### config.mk
export PLATFORM = sky130hd
export DESIGN_NAME = mux_scan_nto1
export DESIGN_NICKNAME = d
export VERILOG_FILES = /design/src/rtl/mux_scan_pkg.sv /design/src/rtl/mux_next_ch.sv /design/src/rtl/mux_scan_nto1.sv
export SDC_FILE = /design/constraint.sdc
export NUM_CORES = 1
export LEC_CHECK = 0
export BUFFER_PORTS_ARGS = -buffer_cell sky130_fd_sc_hd__buf_4
export CAP_MARGIN = 20
export CORE_MARGIN = 2
export CORE_UTILIZATION = 55
export DETAILED_ROUTE_END_ITERATION = 10
export PLACE_DENSITY = 0.82
export SETUP_SLACK_MARGIN = 0.05
export SYNTH_ARGS = -nofsm -noshare
export SYNTH_HDL_FRONTEND = slang
export SYNTH_SLANG_ARGS = --single-unit
### constraint.sdc
create_clock -name clk -period 2.8 [get_ports clk]
set_input_delay 0.28 -clock clk [delete_from_list [all_inputs] [get_ports clk]]
set_output_delay 0.28 -clock clk [all_outputs]
set_load 0.03 [all_outputs]
### src/rtl/mux_scan_pkg.sv
// Shared types and helpers for the scanning N:1 multiplexer.
//   state_t   : FSM state encoding (IDLE, MAN, SCAN)
//   MODE_*    : encodings of the 'mode' input
//   first_set : lowest set index of a mask of up to MAX_CH bits
package mux_scan_pkg;

   localparam int unsigned MAX_CH = 64;
   localparam int unsigned MAX_CW = 6;

   localparam logic MODE_MAN  = 1'b0;
   localparam logic MODE_SCAN = 1'b1;

   typedef enum logic [1:0] {
      IDLE = 2'd0,
      MAN  = 2'd1,
      SCAN = 2'd2
   } state_t;

   // Lowest set bit index; 0 when the mask is empty.
   function automatic logic [MAX_CW-1:0] first_set(input logic [MAX_CH-1:0] mask);
      logic [MAX_CW-1:0] idx;
      logic              found;
      idx   = '0;
      found = 1'b0;
      for (int i = 0; i < MAX_CH; i++) begin
         if (mask[i] && !found) begin
            idx   = MAX_CW'(i);
            found = 1'b1;
         end
      end
      return idx;
   endfunction

endpackage

### src/rtl/mux_next_ch.sv
// Circular priority search: next set mask bit strictly above 'cur',
// wrapping to the lowest set bit when none is higher.
//   mask      in  CH  candidate channels
//   cur       in  CW  current channel index
//   nxt_c     out CW  next channel (cur when mask is empty)
//   any_set_c out 1   mask has at least one bit set
//   wrapped_c out 1   search wrapped round (nxt_c <= cur)
module mux_next_ch
   import mux_scan_pkg::*;
#(
   parameter  int unsigned CH = 16,
   localparam int unsigned CW = $clog2(CH)
) (
   input  logic [CH-1:0] mask,
   input  logic [CW-1:0] cur,
   output logic [CW-1:0] nxt_c,
   output logic          any_set_c,
   output logic          wrapped_c
);

   logic [CW-1:0] hi_idx;
   logic [CW-1:0] lo_idx;
   logic          hi_found;

   always_comb begin
      hi_idx   = '0;
      hi_found = 1'b0;
      for (int i = 0; i < int'(CH); i++) begin
         if (mask[i] && (CW'(i) > cur) && !hi_found) begin
            hi_idx   = CW'(i);
            hi_found = 1'b1;
         end
      end
      lo_idx    = CW'(first_set(MAX_CH'(mask)));
      any_set_c = |mask;
      wrapped_c = any_set_c && !hi_found;
      if (!any_set_c)    nxt_c = cur;
      else if (hi_found) nxt_c = hi_idx;
      else               nxt_c = lo_idx;
   end

endmodule

### src/rtl/mux_scan_nto1.sv
// Registered N:1 multiplexer with manual select and round-robin auto-scan.
//   clk, rst : clock, asynchronous active-high reset
//   en       : block enable (low -> IDLE, valid deasserted, outputs held)
//   mode     : 0 manual select, 1 auto-scan
//   sel      : manual channel index
//   mask     : scan channel enables
//   data_in  : packed channels, channel i at [i*W +: W]
//   dout     : selected data (registered)
//   ch_out   : channel driving dout
//   valid    : dout/ch_out meaningful
//   wrap     : one-cycle pulse when the scan wraps round
//   par      : even parity of dout (only with MUX_SCAN_PARITY_EN defined)
module mux_scan_nto1
   import mux_scan_pkg::*;
#(
   parameter  int unsigned CH    = 16,
   parameter  int unsigned W     = 1,
   parameter  int unsigned DWELL = 1,
   localparam int unsigned CW    = $clog2(CH)
) (
   input  logic            clk,
   input  logic            rst,
   input  logic            en,
   input  logic            mode,
   input  logic [CW-1:0]   sel,
   input  logic [CH-1:0]   mask,
   input  logic [CH*W-1:0] data_in,
   output logic [W-1:0]    dout,
   output logic [CW-1:0]   ch_out,
   output logic            valid,
   output logic            wrap
`ifdef MUX_SCAN_PARITY_EN
   ,
   output logic            par
`endif
);

   localparam int unsigned     DCW   = (DWELL > 1) ? $clog2(DWELL) : 1;
   localparam logic [DCW-1:0] DLAST = DCW'(DWELL - 1);

   state_t         state, state_nxt;
   logic [DCW-1:0] cnt, cnt_nxt;
   logic [W-1:0]   dout_nxt;
   logic [CW-1:0]  ch_nxt;
   logic           valid_nxt;
   logic           wrap_nxt;

   logic [CW-1:0]  scan_nxt_c;
   logic           scan_any_c;
   logic           scan_wrap_c;
   logic [CW-1:0]  first_ch_c;

   // Data of channel idx; constant slices keep the mux in range for any CH.
   function automatic logic [W-1:0] pick(input logic [CH*W-1:0] d, input logic [CW-1:0] idx);
      logic [W-1:0] r;
      r = '0;
      for (int i = 0; i < int'(CH); i++)
         if (CW'(i) == idx) r = d[i*W +: W];
      return r;
   endfunction

   // True when idx names an existing channel (matters for non-power-of-two CH).
   function automatic logic in_range(input logic [CW-1:0] idx);
      logic ok;
      ok = 1'b0;
      for (int i = 0; i < int'(CH); i++)
         if (CW'(i) == idx) ok = 1'b1;
      return ok;
   endfunction

   mux_next_ch #(.CH(CH)) u_next (
      .mask      (mask),
      .cur       (ch_out),
      .nxt_c     (scan_nxt_c),
      .any_set_c (scan_any_c),
      .wrapped_c (scan_wrap_c)
   );

   assign first_ch_c = CW'(first_set(MAX_CH'(mask)));

   // Next state and next register values.
   always_comb begin
      state_nxt = IDLE;
      cnt_nxt   = '0;
      dout_nxt  = dout;
      ch_nxt    = ch_out;
      valid_nxt = 1'b0;
      wrap_nxt  = 1'b0;

      if (en) begin
         case (mode)
            MODE_MAN:  state_nxt = MAN;
            MODE_SCAN: state_nxt = SCAN;
            default:   state_nxt = IDLE;
         endcase
      end

      case (state_nxt)
         MAN: begin
            if (in_range(sel)) begin
               dout_nxt  = pick(data_in, sel);
               ch_nxt    = sel;
               valid_nxt = 1'b1;
            end else begin
               dout_nxt  = '0;
            end
         end
         SCAN: begin
            if (!scan_any_c) begin
               // Empty mask: park, counter held at 0, invalid.
            end else if (state != SCAN || !valid) begin
               // (Re)start at the lowest enabled channel.
               ch_nxt    = first_ch_c;
               dout_nxt  = pick(data_in, first_ch_c);
               valid_nxt = 1'b1;
            end else if (cnt == DLAST) begin
               ch_nxt    = scan_nxt_c;
               dout_nxt  = pick(data_in, scan_nxt_c);
               wrap_nxt  = scan_wrap_c;
               valid_nxt = 1'b1;
            end else begin
               cnt_nxt   = cnt + DCW'(1);
               dout_nxt  = pick(data_in, ch_out);
               valid_nxt = 1'b1;
            end
         end
         IDLE:    ;
         default: ;
      endcase
   end

   // State and output registers.
   always_ff @(posedge clk or posedge rst) begin
      if (rst) begin
         state  <= IDLE;
         cnt    <= '0;
         dout   <= '0;
         ch_out <= '0;
         valid  <= 1'b0;
         wrap   <= 1'b0;
      end else begin
         state  <= state_nxt;
         cnt    <= cnt_nxt;
         dout   <= dout_nxt;
         ch_out <= ch_nxt;
         valid  <= valid_nxt;
         wrap   <= wrap_nxt;
      end
   end

`ifdef MUX_SCAN_PARITY_EN
   // Parity tracks dout; out-of-range selects force dout, hence par, to 0.
   always_ff @(posedge clk or posedge rst) begin
      if (rst) par <= 1'b0;
      else     par <= ^dout_nxt;
   end
`endif

endmodule

# After elaboration in Yosys (flattened, before gate mapping)
# Index checks and enable logic that the tools add are counted.
# Widths: inputs -> output; s select.
# totals
regBits	10
out_inout_bits	7
input_bits	40
wordCells	345
# op_classes
mux	167
n_reduce_logical	88
n_eq_ne	66
bitwise	1
add_sub_neg	1
magnitude_cmp	16
# ops
cell	n
$eq 4x4->1 const A	32
$mux 1	128
$mux 4	30
$eq 3x4->1 const A	16
$logic_and 1x1->1	47
$eq 2x4->1 const A	8
$gt 4x4->1 const A	8
$logic_not 1->1	32
$eq 1x4->1 const A	4
$gt 3x4->1 const A	4
$logic_not 4->1	4
$reduce_or 16->1	1
$gt 1x4->1 const A	2
$gt 2x4->1 const A	2
$pmux 4 s2	1
$mux 2	3
$mux 3	2
$ne 2x2->1 const B	3
$pmux 1 s2	2
$pmux 2 s2	1
$reduce_and 4->1	1
$ne 3x3->1 const B	1
$eq 2x1->1 const B	1
$eq 2x2->1 const B	1
other kinds (5)	5

# Longest topological paths before layout
# depth
ltp_word	71
depth_mapped	12
depth_no_buf	9

# By module
# From an unflattened synthesis, not the netlist that was laid out.
# hier_totals
cells_unflattened	234
area_unflattened_um2	1754.2
# modules_own_cells
module	instances	cells_per_inst	seq_area_each_um2	area_per_inst_um2
mux_scan_nto1	1	132	225.2	1147.4
mux_next_ch	1	102	0.0	606.8

# Least setup slack after synthesis
# No wires, ideal clock.
# synth_path
kind	flip-flop to flip-flop
from	register ch_out[2]
to	register dout
required_ps	2669
n_path_buf	1
setup_slack_ps	264
period_less_slack_ps	2536
setup_time_ps	131
t_arrival_ps	2405
stages_incl_launch_ff	11
cell_sequence	dfrtp_1 > clkbuf_1 > nor2_1 > a21boi_0 > or3b_2 > a221oi_1 > a21o_2 > nand2_1 > o311ai_1 > a211o_1 > a31oi_1
# synth_via
elab_chain_len	71
elab_cells_between_ends	163
classes_between	order compare: 16; eq/ne: 30; mux: 69; reduce/logical: 48
# synth_rtl
item	line	source
from (decl)	mux_scan_nto1.sv:29	output logic [CW-1:0] ch_out,
from (signal assigned)	mux_scan_nto1.sv:145	ch_out <= ch_nxt;
$gt 1x4->1	mux_next_ch.sv:29	if (mask[i] && (CW'(i) > cur) && !hi_found) begin
$logic_and 1x1->1	mux_next_ch.sv:29	
$mux 1	mux_next_ch.sv:29	
$logic_not 1->1	mux_next_ch.sv:29	
$logic_and 1x1->1	mux_next_ch.sv:29	
$mux 1	mux_next_ch.sv:29	
$logic_not 1->1	mux_next_ch.sv:29	
$logic_and 1x1->1	mux_next_ch.sv:29	
[... 40 more ...]	--	
$mux 4	mux_next_ch.sv:38	else if (hi_found) nxt_c = hi_idx;
$mux 4	mux_next_ch.sv:37	if (!any_set_c) nxt_c = cur;
$logic_not 4->1	mux_scan_nto1.sv:58	if (CW'(i) == idx) r = d[i*W +: W];
$mux 1 (16 in a row)	mux_scan_nto1.sv:58	
$mux 1 (*)	mux_scan_nto1.sv:116	end else if (cnt == DLAST) begin
$mux 1 (*)	mux_scan_nto1.sv:111	end else if (state != SCAN || !valid) begin
$mux 1 (*)	mux_scan_nto1.sv:109	if (!scan_any_c) begin
$pmux 1 s2 (*)	mux_scan_nto1.sv:98	case (state_nxt)
to (signal assigned)	mux_scan_nto1.sv:144	dout <= dout_nxt;
to (decl)	mux_scan_nto1.sv:28	output logic [W-1:0] dout,
# Every way passes the cells marked *; elsewhere a longest branch is shown, timed or not. The select of a mux whose other input is x is not followed.
# A chain may end at the register's enable or synchronous reset.

# Worst setup path in the final report
# layout_path
from	register ch_out[1]
to	register dout
# The elaborated chain is that of the path after synthesis.

==> flow_summary.yaml <==
run_status:
  outcome: "finished, final reports clean"
placed_design:
  routabilityCongestion: 1.01
  detailed_place_hpwl_mm: 4.70
  dp_cells: 338
  place.port_buffers: 46
routing:
  ratio_of_routed_vias_to_standard_cells: 6.64
  finalWirelength_mm: 6.10
  drt-initial-drc-count: 265
  detailedRoute.firstPassIterationCount: 5
  routedWlPerCell_um: 17.8
  detailroute.via_count: 2277
  remaining_antenna_violation_count: 0
  drc: 0
die:
  dieArea_mm2: 0.00395
  area_of_the_core_mm2: 0.00334
  ios: 47
  floorplan.initialDensity_pct: 57.1
  rows: 21
  die_width_um: 62.9
  die_height_um: 62.9
yosys:
  yosysWarningCount: 0
  synth_top_family_by_area: "compound AO/OA/AOI/OAI gates"
  area_fraction_in_and_or_nand_and_nor_cells_after_synthesis_pct: 33.6
  synthesis.area_per_instance_um2: 7.56
  synth_edf_count: 0
  synth.ff_latch_count: 9
  synthesis.instances: 252
  netlist_top_cells_area: "sky130_fd_sc_hd__dfrtp_1, sky130_fd_sc_hd__mux2i_1, sky130_fd_sc_hd__a21oi_1"
  synth_top_area_share_pct: 11.8
  synthAdderAreaFrac_pct: 0
  share_of_async_settable_or_async_resettable_flops_after_synthesis_pct: 100
  synth_area_mm2: 0.00191
  synth.mux.area_fraction_pct: 10.5
  yosys.area.top_type: "sky130_fd_sc_hd__dfrtp_1"
  synth.lib_cells_used.distinct: 80
  synth_xor_xnor_area_share_pct: 0
  synth_compound_area_share_pct: 35.6
  synth_top_flop_cell: "sky130_fd_sc_hd__dfrtp_1"
  postSynthNetCount: 292
  synth.top_cells.by_count: "sky130_fd_sc_hd__a21oi_1, sky130_fd_sc_hd__nand2_1, sky130_fd_sc_hd__nor2_1"
  seq_area_frac_synth_pct: 11.8
sta:
  finalHoldViolations: 0
  setup_viol: 0
  final.period_utilization_pct: 94.8
  timing.final.crit_period_ns: 2.65
  final-max-slew-violation-count: 0
  max_freq_mhz: 377
  relSlewSlack_pct: 56.5
  post_route_clock_skew_ns: 0.00543
  setup-tns-final_ns: 0
  grt_setup_unrepaired: "false"
  max_slew.worst_pin.slew_ns: 0.647
global_route:
  first_global_vias: 2122
  grt_usage_pct: 31.6
  global_route_wire_length_before_repair_mm: 10.1
  grt_start_max_net_pins: 14
  grt_ovf: 0
  number_of_antenna_violations_at_the_first_check_in_global_routing: 0
layout:
  number_of_nets_in_the_final_layout: 338
  syn_to_layout_area_delta_pct: 21.5
  layout.cells.non_filler: 343
  ant_cells: 0
  drive_above_1_share_pct: 32.3
  layout.filler_cells: 300
setup_path:
  start_kind: "flip-flop"
  cp_num_buf_inv: 1
  critical_path_endpoint_category: "flip-flop"
  crit_path_max_incr_delay_ns: 0.46
  worstPathRequired_ns: 2.96
  path_class: "reg2reg"
  crit_fanout: 10
  cp_cell_sequence: "or3b_1, a31oi_2, nand3b_2, and4bb_4, a211oi_2, buf_6, mux2_4, a21oi_1, a211o_1, a31oi_1"
  cell_at_the_slowest_stage_of_the_critical_path: "sky130_fd_sc_hd__dfrtp_2"
  cp.arrival_ns: 2.81
  cp_top_family: "simple AND/OR/NAND/NOR gates"
cts:
  tritoncts: "built"
  cts_h_tree_lvls: 1
  ctsRootBufferMaster: "sky130_fd_sc_hd__clkbuf_4"
  clock_tree.buffer_depth: 2
  numCtsBuffers: 3
  clkSinkCount: 9
  clk_latency_ns: 0.28
  path_clk_slew_ns: 0.07
pwr:
  p_per_area_mw_per_mm2: 317
  power.ir.vdd_worst_uv: 151
  leakagePower_uw: 0.000955
job:
  drv_cap: 0
worst_hold_path:
  worst_hold_path_type: "in2reg"
## per-stage QoR
step	power [µW]	util, %	instance area [µm²]	worst slack (ns)	hold WS [ns]
final	735	69.4	2320	0.145	0.230
after CTS	714	69.0	2300	0.155	0.231
after global placement	597	67.9	2270	0.224	0.259
after detailed placement	605	67.9	2270	0.203	0.269
after global routing	775	69.4	2320	0.0406	0.243
after floorplan	464	-	1910	0.264	0.108
## state kept, by name, indices dropped and copies added, names as in the netlist
name and flops:
ch_out 4, dout 1, state 2, valid 1, wrap 1
## power by group
part	internal, µW	switching, µW	leakage, µW
Sequential	142	16.9	0.000106
Clock	55.3	57.9	0.0000150
Combinational	209	254	0.000835
Total	406	329	0.000955
## path summary, 6_finish.rpt
path,start,endpoint,slack [ns],depth (start not counted)
min reg2reg,dout$_DFFE_PP0P_,dout$_DFFE_PP0P_,0.62,2
max reg2reg,ch_out[1]$_DFFE_PP0P_,dout$_DFFE_PP0P_,0.15,10
min,en,ch_out[2]$_DFFE_PP0P_,0.23,2
max in group asynchronous,rst,ch_out[1]$_DFFE_PP0P_,2.00,3
max,ch_out[1]$_DFFE_PP0P_,dout$_DFFE_PP0P_,0.15,10
min in group asynchronous,rst,valid$_DFF_PP0_,0.53,3
## layer usage
layer	vias up	part of all wire, %	GRT usage [%]
met4	0	2.2	12.2
met5	-	0	0
met2	148	47	50.8
met3	20	8.6	4.68
li1	1059	-	-
met1	1050	42	42.3
## layout by cell type (no fill, tap or decap), types with 3 or more instances in the layout
master,instances
sky130_fd_sc_hd__o21ai_0,17
sky130_fd_sc_hd__nand2b_1,7
sky130_fd_sc_hd__nor2b_1,5
sky130_fd_sc_hd__buf_4,57
sky130_fd_sc_hd__nor3_1,6
sky130_fd_sc_hd__nor2_1,19
sky130_fd_sc_hd__mux2i_1,14
sky130_fd_sc_hd__a21oi_1,21
sky130_fd_sc_hd__a21boi_0,4
sky130_fd_sc_hd__dfrtp_2,3
sky130_fd_sc_hd__or4_4,3
sky130_fd_sc_hd__o22ai_1,8
sky130_fd_sc_hd__o211ai_1,4
sky130_fd_sc_hd__a31oi_1,6
sky130_fd_sc_hd__a211oi_1,3
sky130_fd_sc_hd__nand2_1,21
sky130_fd_sc_hd__nand3_1,9
sky130_fd_sc_hd__inv_1,8
sky130_fd_sc_hd__dfrtp_1,6
sky130_fd_sc_hd__clkbuf_4,3
sky130_fd_sc_hd__nor3b_1,3
## worst register-to-register path: cells and delay by family (launching register included)
family | cells | cell delay, ns
buffers and inverters | 1 | 0.18
AOI/OAI and AO/OA | 5 | 0.72
muxes | 1 | 0.30
DFF | 1 | 0.46
and+or+nand+nor | 3 | 0.86
## final cells by class
class                   instances  area (µm²)  area share, %
clock buffers                   4        26.3           1.13
inverters                       8        30.0           1.30
multi-input cells             217        1520           65.8
flip-flops and latches          9         229           9.89
well taps                      46        57.6           2.49
repair buffers                 59         449           19.4
## repair_timing
| item | in CTS | in global routing |
|---|---|---|
| hold buffers | 1 | 0 |
| hold endpoints to repair | 9 | 0 |
| endpoints found under the setup margin | 0 | 1 |
| resized for setup | 0 | 6 |
| setup buffers | 0 | 0 |
## cell families (layout without fill, tap and decap cells)
logic type	count (synthesis)	count (layout)
AO/OA/AOI/OAI	98	98
buffers and inverters	26	71
flip-flops	9	9
multiplexers	17	17
AND/OR/NAND/NOR	102	102
Power figures use the tool's default switching activity.
